===== src/rtl/mna_pkg.sv =====
// Shared definitions for the multi-nibble sequential adder.
// Holds the nibble width, FSM state type and index width helper.
package mna_pkg;

    localparam int NIBBLE_W = 4;

    typedef enum logic [1:0] {
        IDLE = 2'd0,
        RUN  = 2'd1,
        DONE = 2'd2
    } state_t;

    // Width of the nibble index counter for n slices (n >= 2).
    function automatic int idx_w(input int n);
        return (n <= 2) ? 1 : $clog2(n);
    endfunction

endpackage


===== src/rtl/multi_nibble_add_seq.sv =====
// Sequencer driving an external 4-bit adder one nibble per cycle, LSB first.
// Optional macro MNA_OVF_DETECT_EN adds a two's-complement overflow flag (ovf).
module multi_nibble_add_seq
    import mna_pkg::*;
#(
    parameter int NIBBLES = 4
) (
    input  logic                      clk,
    input  logic                      rst_n,
    input  logic                      start,
    input  logic [NIBBLE_W*NIBBLES-1:0] op_a,
    input  logic [NIBBLE_W*NIBBLES-1:0] op_b,
    input  logic                      cin,
    output logic                      busy,
    output logic                      done,
    output logic [NIBBLE_W*NIBBLES-1:0] result,
    output logic                      cout,
    output logic [NIBBLE_W-1:0]       add_a,
    output logic [NIBBLE_W-1:0]       add_b,
    output logic                      add_cin,
    input  logic [NIBBLE_W-1:0]       add_sum,
    input  logic                      add_cout
`ifdef MNA_OVF_DETECT_EN
    ,
    output logic                      ovf
`endif
);

    localparam int W  = NIBBLE_W * NIBBLES;
    localparam int IW = idx_w(NIBBLES);
    localparam logic [IW-1:0] LAST = IW'(NIBBLES - 1);

    state_t        state_q, state_d;
    logic [W-1:0]  a_q, a_d;
    logic [W-1:0]  b_q, b_d;
    logic [W-1:0]  sum_q, sum_d;
    logic [W-1:0]  result_q, result_d;
    logic          carry_q, carry_d;
    logic          cout_q, cout_d;
    logic [IW-1:0] idx_q, idx_d;
    logic          in_run;
    logic          finish;

    assign in_run = (state_q == RUN);
    assign finish = in_run && (idx_q == LAST);

    // Next-state and datapath update for the nibble sequencer.
    always_comb begin
        state_d  = state_q;
        a_d      = a_q;
        b_d      = b_q;
        sum_d    = sum_q;
        result_d = result_q;
        carry_d  = carry_q;
        cout_d   = cout_q;
        idx_d    = idx_q;
        unique case (state_q)
            IDLE: begin
                if (start) begin
                    state_d = RUN;
                    a_d     = op_a;
                    b_d     = op_b;
                    carry_d = cin;
                    idx_d   = '0;
                end
            end
            RUN: begin
                sum_d   = {add_sum, sum_q[W-1:NIBBLE_W]};
                carry_d = add_cout;
                a_d     = a_q >> NIBBLE_W;
                b_d     = b_q >> NIBBLE_W;
                idx_d   = idx_q + 1'b1;
                if (finish) begin
                    state_d  = DONE;
                    result_d = sum_d;
                    cout_d   = add_cout;
                    idx_d    = '0;
                end
            end
            DONE: begin
                state_d = IDLE;
            end
            default: begin
                state_d = IDLE;
            end
        endcase
    end

    // State and datapath registers with synchronous active-low reset.
    always_ff @(posedge clk) begin
        if (!rst_n) begin
            state_q  <= IDLE;
            a_q      <= '0;
            b_q      <= '0;
            sum_q    <= '0;
            result_q <= '0;
            carry_q  <= 1'b0;
            cout_q   <= 1'b0;
            idx_q    <= '0;
        end else begin
            state_q  <= state_d;
            a_q      <= a_d;
            b_q      <= b_d;
            sum_q    <= sum_d;
            result_q <= result_d;
            carry_q  <= carry_d;
            cout_q   <= cout_d;
            idx_q    <= idx_d;
        end
    end

    // Adder drive is live only in RUN so it idles at zero otherwise.
    always_comb begin
        busy    = in_run;
        done    = (state_q == DONE);
        result  = result_q;
        cout    = cout_q;
        add_a   = in_run ? a_q[NIBBLE_W-1:0] : '0;
        add_b   = in_run ? b_q[NIBBLE_W-1:0] : '0;
        add_cin = in_run ? carry_q : 1'b0;
    end

`ifdef MNA_OVF_DETECT_EN
    logic a_msb_q;
    logic b_msb_q;
    logic ovf_q;

    // Operand sign bits are kept aside since the operand registers shift.
    always_ff @(posedge clk) begin
        if (!rst_n) begin
            a_msb_q <= 1'b0;
            b_msb_q <= 1'b0;
            ovf_q   <= 1'b0;
        end else begin
            if (state_q == IDLE && start) begin
                a_msb_q <= op_a[W-1];
                b_msb_q <= op_b[W-1];
            end
            if (finish) begin
                ovf_q <= (a_msb_q == b_msb_q) &&
                         (add_sum[NIBBLE_W-1] != a_msb_q);
            end
        end
    end

    assign ovf = ovf_q;
`endif

endmodule


===== config.mk =====
export PLATFORM = sky130hd
export DESIGN_NAME = multi_nibble_add_seq
export DESIGN_NICKNAME = d
export VERILOG_FILES = /design/src/rtl/mna_pkg.sv /design/src/rtl/multi_nibble_add_seq.sv
export SDC_FILE = /design/constraint.sdc
export NUM_CORES = 1
export LEC_CHECK = 0
export CAP_MARGIN = 5
export CORE_MARGIN = 4
export CORE_UTILIZATION = 47
export DETAILED_ROUTE_END_ITERATION = 6
export GPL_ROUTABILITY_DRIVEN = 0
export HOLD_SLACK_MARGIN = 0.15
export PLACE_DENSITY = 0.84
export SLEW_MARGIN = 10
export SYNTH_ARGS = -nofsm -noshare
export SYNTH_HDL_FRONTEND = slang
export SYNTH_SLANG_ARGS = --single-unit

===== constraint.sdc =====
create_clock -name clk -period 3.6 [get_ports clk]
set_clock_uncertainty 0.2 [all_clocks]
set_input_delay 0.36 -clock clk [delete_from_list [all_inputs] [get_ports clk]]
set_output_delay 0.36 -clock clk [all_outputs]
set_load 0.05 [all_outputs]

==> results of run 1 <==
worst min-delay path by stage:
stage,startpoint,endpoint,slack (ns),cells past startpoint
floorplan,b_q[0]$_SDFFE_PN0P_,b_q[0]$_SDFFE_PN0P_,0.22,1
global placement,result[0]$_SDFFE_PN0P_,result[0]$_SDFFE_PN0P_,0.24,2
detailed placement,b_q[1]$_SDFFE_PN0P_,b_q[1]$_SDFFE_PN0P_,0.24,1
CTS,rst_n,a_q[13]$_SDFFE_PN0P_,0.21,2
global route,rst_n,a_q[13]$_SDFFE_PN0P_,0.21,2
finish,rst_n,a_q[13]$_SDFFE_PN0P_,0.22,2
state kept, by name (all words and copies together) (netlist names):
register and cells:
result 16, state_q 2, a_q 16, carry_q 1, sum_q 12, idx_q 2, b_q 16, cout 1
layout by cell type, fill, tap and decap left out, types with 2 or more instances in the layout:
| cell type | synthesis | layout |
|---|---|---|
| a21boi_0 | 13 | 13 |
| a21boi_1 | 3 | 3 |
| a32o_1 | 2 | 2 |
| and2_1 | 10 | 10 |
| buf_12 | 2 | 9 |
| buf_4 | 3 | 6 |
| clkbuf_1 | 8 | 3 |
| clkbuf_8 | 0 | 10 |
| clkdlybuf4s50_1 | 0 | 57 |
| clkinv_2 | 0 | 3 |
| dfxtp_1 | 66 | 65 |
| inv_1 | 2 | 2 |
| mux2i_1 | 26 | 26 |
| nand2_1 | 50 | 50 |
| nand3_1 | 34 | 34 |
| nand4bb_1 | 4 | 4 |
| nor2_1 | 2 | 2 |
| o21ai_0 | 4 | 4 |
| o22ai_1 | 4 | 4 |
| o2bb2ai_1 | 5 | 5 |
| o2bb2ai_2 | 18 | 18 |
| o2bb2ai_4 | 2 | 2 |
worst max-delay path, delay by kind of cell, from the launching register on:
kind                   cells  cell delay (ns)
buffers and inverters      3             0.92
AND/OR/NAND/NOR            2             0.64
flip-flops                 1             0.30
kinds of logic (layout without fill, tap and decap cells):
logic type	count (synthesis)	count (layout)
AO/OA/AOI/OAI	52	52
adder cells (fa/ha/maj)	1	1
buffers and inverters	26	91
flip-flops	66	66
multiplexers	26	26
AND/OR/NAND/NOR	108	108
power breakdown:
group	internal, mW	total (mW)	switching, mW	leakage [nW]
Clock	0.266	0.522	0.256	0.0872
Combinational	0.102	0.205	0.103	0.821
Sequential	0.762	0.785	0.0225	0.539
Total	1.13	1.51	0.381	1.45
layout make-up:
class                   instances  area share
multi-input cells             187       0.365
flip-flops and latches         66       0.352
repair buffers                 73       0.213
clock buffers                  13      0.0396
well taps                      75      0.0250
clock inverters                 3     0.00399
inverters                       2     0.00200
metal layers:
layer | routed length (µm) | up-vias | share of wire | track usage
li1 | - | 1108 | - | -
met5 | 0 | - | 0 | 0
met2 | 3180 | 49 | 0.51 | 0.301
met4 | 78 | 0 | 0.012 | 0.0691
met3 | 276 | 7 | 0.044 | 0.0288
met1 | 2710 | 1049 | 0.43 | 0.228
==> flow_summary.toml, run 1 <==
[sta]
period_share = 0.762
finalWorstSetupSlack_ns = 0.857
rsz0062_at_grt = "false"
finalHoldViolCount = 0
setup_viol = 0
min_period_ns = 2.74
tns_ns = 0
whs_ns = 0.215
max_freq_mhz = 365
slew_viol_final = 0
worstMarginPinSlew_ns = 0.652
maxSlewHeadroom = 0.564

[finish]
fillers = 457
diodes = 0
final_cell_count_no_fill = 419
nNetsFinal = 381
post-route-util = 0.639
area_delta_synth_final_pct = 32.0
drive_above_1_share = 0.154
final_area_mm2 = 0.00376
ff_latch_area_mm2 = 0.00132
multi_input_area_mm2 = 0.00137

[yosys]
synth_commonest_cells = "dfxtp_1, nand2_1, nand3_1, mux2i_1, o2bb2ai_2"
synthDistinctLibCells = 31
avgSynthCellArea_um2 = 10.2
syn_inst = 279
ys_seq_area_frac = 0.464
synth_top_family_by_area = "compound AO/OA/AOI/OAI gates"
synth_enable_flop_cells = 0
synthAdderAreaFrac = 0.00439
yosysTopAreaCellShare = 0.464
yosysMostFrequentCell = "dfxtp_1"
ys_ff_latch = 66
synth_xor_area_frac = 0
postSynth.asyncResetShare = 0
post-synth-top-area-cell = "dfxtp_1"
ys_warn_count = 0
synth-compound-area-share = 0.198
synth_area_leaders = "dfxtp_1, o2bb2ai_2, mux2i_1"
synth_flop_cell = "dfxtp_1"
synth_nets = 321
synth_area_mm2 = 0.00285
yosys.area_share.simple = 0.186
synth.area.mux_share = 0.0914

[status]
status = "finished, final reports clean"

[floorplan]
initial_core_util = 0.484
ios = 69
num_rows = 28
die_w_um = 85.8
die_height_um = 85.8
fp.dieArea_mm2 = 0.00737
core_mm2 = 0.00589

[power_and_ir_drop]
power.total_mw = 1.51
vdd_drop_max_mv = 0.276
leakagePower_nw = 1.45
cellPowerDensity_mw_per_mm2 = 402

[place]
dp_slack_ns = 1.20
hpwl_mm = 4.24
dp.cells = 403
portBuffers = 68
post_dp_cell_area_mm2 = 0.00359

[worst_setup_path]
crit_end = "add_b[1]"
reg2regPathDepth = 4
crit_path_end_kind = "primary output"
crit_start = "state_q[1]$_SDFFE_PN0P_"
worstPathCellList = "buf_4, nand2b_1, inv_1, and2_1, buf_12"
ff2ff_setup_slack_ns = 1.55
crit_type = "register to primary output"
cp_slowest_stage_delay_ns = 0.60
arrival_ns = 2.18
cp-start-kind = "register"
cpMaxStageDelayCell = "inv_1"
reg2reg_from = "state_q[1]$_SDFFE_PN0P_"
path_max_fanout = 24
rr_endpoint = "idx_q[0]$_SDFFE_PN0P_"
cp_data_required_time_ns = 3.04

[clocking]
clock_sinks = 66
cts_tree = "yes"
cts-root-buf = "clkbuf_8"
cts_hold_buf = 0
h-tree-depth = 3
insertion_delay_ns = 0.33
cts_setup_buffers = 0
cts-resized-gates = 0
cts_made_buffers = 9
clk_pin_slew_ns = 0.07
cts_buffer_depth = 2

[detailed_routing]
drt_pass1_iterations = 4
wl_mm = 6.25
avgRoutedWirePerCell_um = 14.9
drt-initial-drc-count = 150
drc_errors = 0
via_per_inst = 5.28
ant_nets = 0
via_count = 2213

[worst_hold_path]
min-delay-path-class = "primary input to register"

[grt]
grt_pass1_wl_mm = 10.5
antenna_found_initial = 0
first_global_vias = 2170
grt-ovfl-total = 0
grt_max_degree = 51
grtUsageTotal = 0.178

[flow_run]
max-cap-violations = 0
Note: power is estimated with default switching activity, not from simulation.
==> inputs of run 2 (changes only) <==
- clock period: 3.6 -> 2.9 ns (I/O delays scaled with it)
==> run 2 against run 1 <==
- clock-buffer cell count is 1 higher
- via count decreased by 2.6%
- setup slack got worse by 0.45 ns
- die area did not move
- sequential cell count is the same
- clock power increased by 47%
- hold slack gained 0.034 ns
- global-route usage shrank 0.65 points
- non-clock buffer count grew 1
- sequential share of layout area down 0.50 points
- combinational power up 22%
- largest cell class unchanged
==> flow_summary.toml, run 2 (synthesized netlist as in run 1, its figures left out) <==
[clocking]
cts-resized-gates = 0
cts-root-buf = "clkbuf_8"
clock_sinks = 66
insertion_delay_ns = 0.33
cts_buffer_depth = 2
cts_tree = "yes"
h-tree-depth = 3
cts_made_buffers = 9
cts_setup_buffers = 0
cts_hold_buf = 0
clk_pin_slew_ns = 0.07

[status]
status = "finished, final reports clean"

[finish]
drive_above_1_share = 0.157
nNetsFinal = 382
final_common_cell = "dfxtp_1"
area_delta_synth_final_pct = 33.9
diodes = 0
fillers = 459
multi_input_area_mm2 = 0.00137
ff_latch_area_mm2 = 0.00132
final_area_mm2 = 0.00381
final_cell_mix = "dfxtp_1, clkdlybuf4s50_1, nand2_1"

[grt]
grt_pass1_wl_mm = 9.96
grtUsageTotal = 0.172
grt-ovfl-total = 0
antenna_found_initial = 0
first_global_vias = 2121
grt_max_degree = 36

[floorplan]
ios = 69
die_height_um = 85.8
initial_core_util = 0.484
num_rows = 28
die_w_um = 85.8
core_mm2 = 0.00589
fp.dieArea_mm2 = 0.00737

[sta]
min_period_ns = 2.50
period_share = 0.861
maxSlewHeadroom = 0.514
tns_ns = 0
finalHoldViolCount = 0
slew_viol_final = 0
setup_viol = 0
max_freq_mhz = 400
rsz0062_at_grt = "false"
worstMarginPinSlew_ns = 0.726

[detailed_routing]
drt_pass1_iterations = 4
drt-initial-drc-count = 150
avgRoutedWirePerCell_um = 14.4
drc_errors = 0
ant_nets = 0
via_count = 2156
wl_mm = 6.07
via_per_inst = 5.13

[worst_setup_path]
path_max_fanout = 21
crit_type = "register to primary output"
arrival_ns = 2.01
cp_data_required_time_ns = 2.41
cp-start-kind = "register"
crit_path_end_kind = "primary output"

[place]
post_dp_cell_area_mm2 = 0.00361
hpwl_mm = 4.24
portBuffers = 68

[power_and_ir_drop]
cellPowerDensity_mw_per_mm2 = 524
leakagePower_nw = 1.47
vdd_drop_max_mv = 0.319

[flow_run]
max-cap-violations = 0

[worst_hold_path]
min-delay-path-class = "register to register"
==> run 2: area by class of cell <==
type,instances,area share
multi-input cells,187,0.359
clock buffers,14,0.0427
well taps,75,0.0246
repair buffers,74,0.215
inverters,2,0.00197
flip-flops and latches,66,0.347
clock inverters,2,0.00919
==> run 2: worst paths after layout <==
check	start	endpoint	slack [ns]	cells past startpoint
worst max register to register	state_q[0]$_SDFFE_PN0P_	result[13]$_SDFFE_PN0P_	0.61	4
worst min-delay path	result[2]$_SDFFE_PN0P_	result[2]$_SDFFE_PN0P_	0.25	2
worst max-delay path	state_q[0]$_SDFFE_PN0P_	add_b[1]	0.40	5
worst min register to register	result[2]$_SDFFE_PN0P_	result[2]$_SDFFE_PN0P_	0.25	2
==> run 2: critical path: stages, from the launching register on <==
cell      delay (ns)
dfxtp_2         0.64
nand2b_1        0.13
inv_1           0.29
buf_4           0.26
and2_1          0.20
buf_12          0.15
==> run 2: power by group <==
group / switching (mW) / total (mW) / internal [mW] / leakage [nW]
combinational: 0.120 / 0.251 / 0.132 / 0.830
clock: 0.324 / 0.768 / 0.444 / 0.101
sequential: 0.0341 / 0.980 / 0.946 / 0.539
==> run 2: metrics by stage <==
stage	hold WS, ns	util	power [mW]	instances	worst slack (ns)
after global routing	0.260	0.648	2.08	420	0.219
after global placement	0.238	0.614	1.25	404	0.751
after CTS	0.234	0.648	2.02	420	0.368
after detailed placement	0.245	0.614	1.25	404	0.657
final	0.249	0.648	2.00	420	0.403
after floorplan	0.221	-	1.15	279	0.626
==> run 2: routing by layer <==
metal / share of wire / vias up / track usage
met3: 0.039 / 11 / 0.0375
li1: - / 1105 / -
met2: 0.50 / 44 / 0.285
met1: 0.45 / 996 / 0.213
met4: 0.020 / 0 / 0.0777
met5: 0 / - / 0
